==> config.mk <==
export PLATFORM = sky130hd
export DESIGN_NAME = mips_imem_loader
export DESIGN_NICKNAME = d
export VERILOG_FILES = /design/src/rtl/mips_loader_pkg.sv /design/src/rtl/loader_word_packer.sv /design/src/rtl/mips_imem_loader.sv
export SDC_FILE = /design/constraint.sdc
export NUM_CORES = 1
export LEC_CHECK = 0
export ABC_AREA = 1
export CAP_MARGIN = 20
export CORE_ASPECT_RATIO = 0.9
export CORE_MARGIN = 2
export CORE_UTILIZATION = 40
export CTS_BUF_LIST = sky130_fd_sc_hd__clkbuf_8
export CTS_CLUSTER_DIAMETER = 40
export DETAILED_ROUTE_END_ITERATION = 10
export GPL_TIMING_DRIVEN = 0
export SYNTH_ARGS = -nofsm -noshare
export SYNTH_HDL_FRONTEND = slang
export SYNTH_SLANG_ARGS = --single-unit
==> constraint.sdc <==
create_clock -name clock -period 3.27 [get_ports clock]
set_input_delay 0.654 -clock clock [delete_from_list [all_inputs] [get_ports clock]]
set_output_delay 0.654 -clock clock [all_outputs]
set_load 0.01 [all_outputs]
==> src/rtl/mips_loader_pkg.sv <==
// Shared types and constants for the MIPS instruction-memory loader.
// The CHK state only exists when MIPS_LOADER_CHECKSUM_EN is defined.
package mips_loader_pkg;

   localparam int HDR_BYTES      = 2;
   localparam int BYTES_PER_WORD = 4;

   localparam logic [1:0] LAST_BYTE_IDX = 2'(BYTES_PER_WORD - 1);

   typedef enum logic [2:0] {
      ST_HDR_HI = 3'd0,
      ST_HDR_LO = 3'd1,
      ST_DATA   = 3'd2,
`ifdef MIPS_LOADER_CHECKSUM_EN
      ST_CHK    = 3'd3,
`endif
      ST_DONE   = 3'd4,
      ST_ERROR  = 3'd5
   } loader_state_e;

   function automatic logic [7:0] xor_accum(input logic [7:0] acc, input logic [7:0] b);
      return acc ^ b;
   endfunction

endpackage

==> src/rtl/loader_word_packer.sv <==
// Packs stream bytes MSB-first into 32-bit words; flags the byte that completes a word.
module loader_word_packer
   import mips_loader_pkg::*;
(
   input  logic        clock,
   input  logic        reset,
   input  logic        load,
   input  logic [7:0]  byte_in,
   output logic        word_done,
   output logic [31:0] word
);

   logic [23:0] shift_r;
   logic [1:0]  cnt_r;

   // The completed word is formed combinationally so the caller can register it on the 4th byte.
   always_comb begin
      word_done = load && (cnt_r == LAST_BYTE_IDX);
      word      = {shift_r, byte_in};
   end

   // Shift in one byte per accepted load; the counter wraps naturally every four bytes.
   always_ff @(posedge clock) begin
      if (reset) begin
         shift_r <= 24'd0;
         cnt_r   <= 2'd0;
      end else if (load) begin
         shift_r <= word[23:0];
         cnt_r   <= cnt_r + 2'd1;
      end else begin
         shift_r <= shift_r;
         cnt_r   <= cnt_r;
      end
   end

endmodule

==> src/rtl/mips_imem_loader.sv <==
// Boot-time instruction-memory loader: byte stream -> big-endian words, CPU held in reset until done.
// Define MIPS_LOADER_CHECKSUM_EN to require a trailing XOR checksum byte after the payload.
module mips_imem_loader
   import mips_loader_pkg::*;
#(
   parameter int ADDR_W = 6
) (
   input  logic        clock,
   input  logic        reset,
   input  logic        in_valid,
   input  logic [7:0]  in_byte,
   output logic        in_ready,
   output logic        imem_we,
   output logic [31:0] imem_addr,
   output logic [31:0] imem_wdata,
   output logic        cpu_reset,
   output logic        done,
   output logic        err
);

   localparam int CNT_W = 8 * HDR_BYTES;
   localparam logic [CNT_W:0]   CAP_ONE  = {{CNT_W{1'b0}}, 1'b1};
   localparam logic [CNT_W:0]   CAPACITY = CAP_ONE << ADDR_W;
   localparam logic [CNT_W-1:0] IDX_ONE  = {{(CNT_W-1){1'b0}}, 1'b1};

`ifdef MIPS_LOADER_CHECKSUM_EN
   localparam loader_state_e ST_AFTER_DATA = ST_CHK;
`else
   localparam loader_state_e ST_AFTER_DATA = ST_DONE;
`endif

   loader_state_e    state_r, state_nxt_s;
   logic [CNT_W-1:0] count_r, word_idx_r, hdr_n_s;
   logic             in_ready_r, imem_we_r, cpu_reset_r, done_r, err_r;
   logic [31:0]      imem_addr_r, imem_wdata_r;
   logic             accept_s, load_s, word_done_s, last_word_s;
   logic [31:0]      word_s;
`ifdef MIPS_LOADER_CHECKSUM_EN
   logic [7:0]       xor_r;
`endif

   assign in_ready   = in_ready_r;
   assign imem_we    = imem_we_r;
   assign imem_addr  = imem_addr_r;
   assign imem_wdata = imem_wdata_r;
   assign cpu_reset  = cpu_reset_r;
   assign done       = done_r;
   assign err        = err_r;

   // Handshake decode and the word count formed from the high byte plus the byte on the bus.
   always_comb begin
      accept_s    = in_valid && in_ready_r;
      load_s      = accept_s && (state_r == ST_DATA);
      hdr_n_s     = {count_r[CNT_W-9:0], in_byte};
      last_word_s = (word_idx_r == (count_r - IDX_ONE));
   end

   loader_word_packer u_packer (
      .clock     (clock),
      .reset     (reset),
      .load      (load_s),
      .byte_in   (in_byte),
      .word_done (word_done_s),
      .word      (word_s)
   );

   // Next-state logic; only accepted bytes move the FSM, so stalls hold state.
   always_comb begin
      state_nxt_s = state_r;
      case (state_r)
         ST_HDR_HI: begin
            if (accept_s) state_nxt_s = ST_HDR_LO;
            else          state_nxt_s = state_r;
         end
         ST_HDR_LO: begin
            if (!accept_s)                          state_nxt_s = state_r;
            else if ({1'b0, hdr_n_s} > CAPACITY)    state_nxt_s = ST_ERROR;
            else if (hdr_n_s == {CNT_W{1'b0}})      state_nxt_s = ST_AFTER_DATA;
            else                                    state_nxt_s = ST_DATA;
         end
         ST_DATA: begin
            if (word_done_s && last_word_s) state_nxt_s = ST_AFTER_DATA;
            else                            state_nxt_s = state_r;
         end
`ifdef MIPS_LOADER_CHECKSUM_EN
         ST_CHK: begin
            if (!accept_s)            state_nxt_s = state_r;
            else if (in_byte == xor_r) state_nxt_s = ST_DONE;
            else                      state_nxt_s = ST_ERROR;
         end
`endif
         ST_DONE:  state_nxt_s = ST_DONE;
         ST_ERROR: state_nxt_s = ST_ERROR;
         default:  state_nxt_s = ST_ERROR;
      endcase
   end

   // State, header count, write port and status registers.
   always_ff @(posedge clock) begin
      if (reset) begin
         state_r      <= ST_HDR_HI;
         count_r      <= {CNT_W{1'b0}};
         word_idx_r   <= {CNT_W{1'b0}};
         in_ready_r   <= 1'b1;
         imem_we_r    <= 1'b0;
         imem_addr_r  <= 32'd0;
         imem_wdata_r <= 32'd0;
         cpu_reset_r  <= 1'b1;
         done_r       <= 1'b0;
         err_r        <= 1'b0;
      end else begin
         state_r     <= state_nxt_s;
         in_ready_r  <= (state_nxt_s != ST_DONE) && (state_nxt_s != ST_ERROR);
         done_r      <= (state_nxt_s == ST_DONE);
         err_r       <= (state_nxt_s == ST_ERROR);
         // Trails done by one cycle so the final write lands before the first fetch.
         cpu_reset_r <= ~done_r;
         imem_we_r   <= word_done_s;
         if (accept_s && ((state_r == ST_HDR_HI) || (state_r == ST_HDR_LO))) begin
            count_r <= hdr_n_s;
         end else begin
            count_r <= count_r;
         end
         if (word_done_s) begin
            imem_addr_r  <= 32'({word_idx_r, 2'b00});
            imem_wdata_r <= word_s;
            word_idx_r   <= word_idx_r + IDX_ONE;
         end else begin
            imem_addr_r  <= imem_addr_r;
            imem_wdata_r <= imem_wdata_r;
            word_idx_r   <= word_idx_r;
         end
      end
   end

`ifdef MIPS_LOADER_CHECKSUM_EN
   // Running XOR over payload bytes only; header bytes never reach the packer.
   always_ff @(posedge clock) begin
      if (reset)       xor_r <= 8'd0;
      else if (load_s) xor_r <= xor_accum(xor_r, in_byte);
      else             xor_r <= xor_r;
   end
`endif

endmodule

==> reports/summary.json <==
{
  "grt_start_max_net_pins": 17,
  "detailed_route_wire_length_per_cell_um": 14.5,
  "cts-root-buf": "sky130_fd_sc_hd__clkbuf_8",
  "postCtsSetupRepairBufs": 0,
  "yosys_register_bits": 114,
  "detail_route.wirelength_um": 13700,
  "netlist-cell-type-count": 31,
  "cts_hold_buf": 0,
  "die_w_um": 122,
  "power.leakage_nw": 2.69,
  "vias_in_the_first_global_route": 4375,
  "maxCapViolations": 0,
  "placeableCoreArea_um2": 12100,
  "ant_nets": 0,
  "final_layout_size_suffix_gt1_share_pct": 12.3,
  "vias": 4613,
  "cts_tree": "yes",
  "htree_levels": 4,
  "layout.cells.most_common_list": "sky130_fd_sc_hd__dfxtp_1, sky130_fd_sc_hd__nand2_1, sky130_fd_sc_hd__nor2_1",
  "rsz0062_at_grt": "false",
  "clock_slew_at_the_register_clock_pins_of_the_worst_setup_and_hold_paths_ps": 70,
  "finalHoldViolCount": 0,
  "io_pins": 80,
  "hold_path.class": "register to register",
  "die-area_um2": 13400,
  "antenna_found_initial": 0,
  "initial_utilization_pct": 41.1,
  "avgSynthCellArea_um2": 7.43,
  "max_freq_mhz": 482,
  "clock-sinks": 114,
  "critPathMaxStageDelay_ps": 450,
  "critPathLaunchType": "register",
  "route.detailed.vias_per_inst": 4.90,
  "worst_skew_pair.late_latency_ps": 440,
  "detail_route.drc_violations": 0,
  "timing.critical_path.mode_cell": "sky130_fd_sc_hd__nand2_1",
  "std_cell_rows": 38,
  "detailedRoute.firstPassIterationCount": 5,
  "final_nets": 782,
  "synth_area_um2": 4990,
  "ys_seq_area_share_pct": 45.7,
  "capturing_element_type_of_the_critical_path": "register",
  "globalRoute.totalOverflow": 0,
  "filler_cell_count": 1233,
  "status": "complete, no violations",
  "post-dp-hpwl_um": 10300,
  "clock_path_buffers": 2,
  "critical_path.n_buffers_inverters": 2,
  "timing_worst_slew_pin_value_ps": 546,
  "finalWeightedCongestion": 0.913,
  "post_cts_repair_resize_count": 0,
  "cpLargestDelayFamily": "simple AND/OR/NAND/NOR gates",
  "report.final.slew_viol_count": 0,
  "worst_ep_required_time_ps": 3650,
  "cpMaxStageDelayCell": "sky130_fd_sc_hd__dfxtp_1",
  "powerDensity_nw_per_um2": 636,
  "floorplan.die.height_um": 110,
  "clock_skew_ps": 10.3,
  "wire_length_of_the_first_global_routing_pass_um": 22100,
  "place.port_buffers": 63,
  "antenna-diode-count": 0,
  "yosysWarningCount": 0,
  "setup_tns_ps": 0,
  "crit_path_cell_trace": "inv_2 > ha_1 > inv_1 > nand2_1 > nand2_1 > nand2_1 > nor2_1 > nand2_1 > nor2_1 > nand3_1 > nor2_2 > nand3_2 > nand2_2 > nand2_4 > nor2_2",
  "cts_inserted_buffers": 17,
  "finalSetupViolCount": 0,
  "crit_type": "register to register",
  "drt_iter0_drc": 295,
  "worst-path-max-fanout": 5,
  "mostFrequentLayoutCell": "sky130_fd_sc_hd__dfxtp_1",
  "fin_crit_sh_pct": 63.4,
  "syn_to_final_growth_pct": 24.7,
  "layout_min_cycle_time_ps": 2070,
  "worst_ep_arrival_time_ps": 2450,
  "ir_drop_mv": 0.386,
  "track_usage_pct": 21.6,
  "finalHoldWorstSlack_ps": 392,
  "slew_headroom_pct": 63.6,
  "netlist_instances": 671
}
[kinds of logic (layout without fill, tap and decap cells)]
group | after synthesis | in the layout | synth area share, %
simple gates | 281 | 281 | 25.8
xor+xnor | 17 | 17 | 2.98
other cells | 1 | 16 | 0.0752
buf+inv | 113 | 208 | 10.3
compound gates | 142 | 142 | 14.4
flops | 114 | 114 | 45.7
fa+ha+maj | 3 | 3 | 0.753
[worst register-to-register path: stages (launching register included)]
cell and delay, ps:
sky130_fd_sc_hd__dfxtp_1 450, sky130_fd_sc_hd__inv_2 100, sky130_fd_sc_hd__ha_1 340, sky130_fd_sc_hd__inv_1 60
sky130_fd_sc_hd__nand2_1 40, sky130_fd_sc_hd__nand2_1 50, sky130_fd_sc_hd__nand2_1 50, sky130_fd_sc_hd__nor2_1 100
sky130_fd_sc_hd__nand2_1 60, sky130_fd_sc_hd__nor2_1 170, sky130_fd_sc_hd__nand3_1 140, sky130_fd_sc_hd__nor2_2 110
sky130_fd_sc_hd__nand3_2 110, sky130_fd_sc_hd__nand2_2 100, sky130_fd_sc_hd__nand2_4 60, sky130_fd_sc_hd__nor2_2 80
[synth_stat cells]
cell type | number | share of area (%)
sky130_fd_sc_hd__dfxtp_1 | 114 | 46
sky130_fd_sc_hd__nand2_1 | 102 | 7.7
sky130_fd_sc_hd__nor2_1 | 94 | 7.1
sky130_fd_sc_hd__o21ai_0 | 86 | 8.6
sky130_fd_sc_hd__inv_1 | 61 | 4.6
sky130_fd_sc_hd__a21oi_1 | 53 | 5.3
sky130_fd_sc_hd__nand3_1 | 39 | 3.9
sky130_fd_sc_hd__buf_4 | 17 | 2.6
sky130_fd_sc_hd__clkbuf_1 | 17 | 1.3
sky130_fd_sc_hd__nor2_2 | 12 | 1.5
sky130_fd_sc_hd__xor2_1 | 12 | 2.1
sky130_fd_sc_hd__buf_2 | 11 | 1.1
sky130_fd_sc_hd__nand4_1 | 8 | 1.0
sky130_fd_sc_hd__inv_2 | 6 | 0.45
sky130_fd_sc_hd__nor3_1 | 5 | 0.50
sky130_fd_sc_hd__xnor2_1 | 5 | 0.88
sky130_fd_sc_hd__nand2_2 | 4 | 0.50
sky130_fd_sc_hd__nor2_4 | 4 | 0.90
sky130_fd_sc_hd__ha_1 | 3 | 0.75
sky130_fd_sc_hd__nand2_4 | 3 | 0.68
sky130_fd_sc_hd__nand3_2 | 3 | 0.60
sky130_fd_sc_hd__nor3_2 | 3 | 0.60
sky130_fd_sc_hd__a31oi_1 | 1 | 0.13
sky130_fd_sc_hd__clkbuf_8 | 1 | 0.28
sky130_fd_sc_hd__conb_1 | 1 | 0.075
sky130_fd_sc_hd__nand3b_1 | 1 | 0.15
sky130_fd_sc_hd__nor3b_1 | 1 | 0.15
sky130_fd_sc_hd__nor4_1 | 1 | 0.13
sky130_fd_sc_hd__nor4_4 | 1 | 0.43
sky130_fd_sc_hd__o21ai_1 | 1 | 0.10
sky130_fd_sc_hd__o21ba_1 | 1 | 0.20
[path summary, 6_finish.rpt]
path,slack (ps),start,to,cells past startpoint
max,1200,count_r[0]$_SDFFE_PP0P_,done$_SDFF_PP0_,15
min,390,done$_SDFF_PP0_,cpu_reset$_SDFF_PP1_,1
max reg2reg,1200,count_r[0]$_SDFFE_PP0P_,done$_SDFF_PP0_,15
min reg2reg,390,done$_SDFF_PP0_,cpu_reset$_SDFF_PP1_,1
[layout make-up]
type	count	area [um^2]	area share, %
Timing Repair Buffer	63	631	10.1
Multi-Input combinational cell	459	2250	36.2
Sequential cell	114	2280	36.7
Clock buffer	17	234	3.76
Inverter	67	251	4.04
Clock inverter	15	113	1.81
Tap cell	160	200	3.22
Buffer	46	260	4.18
[routing by layer]
metal  vias up  share of wire [%]  GRT usage (%)
li1       2328                  -              -
met1      2151                 48           28.1
met2       106                 46           35.3
met3        28                4.5           4.72
met4         0                2.4           8.37
met5         -                  0              0
[state kept, by name (all words and copies together), names as in the netlist, 2 cells and up]
register and cells:
imem_addr 16, state_r 3, imem_wdata 32, u_packer.shift_r 24, word_idx_r 16, u_packer.cnt_r 2, count_r 16
[per-stage QoR]
step	instances	area (um^2)	power [mW]	worst slack [ps]	util, %
5_1_grt	941	6220	4.22	1030	51.3
2_1_floorplan	686	5040	2.51	1540	-
4_1_cts	941	6220	3.97	1210	51.3
3_3_place_gp	909	5880	2.79	776	48.5
3_5_place_dp	909	5880	2.81	794	48.5
6_report	941	6220	3.95	1200	51.3
[where the power goes]
part	internal [mW]	switching (mW)	leakage [nW]
logic	0.421	0.755	1.61
registers	1.49	0.125	0.922
clock network	0.526	0.637	0.160
total	2.44	1.52	2.69
Note: power is estimated with default switching activity, not from simulation.
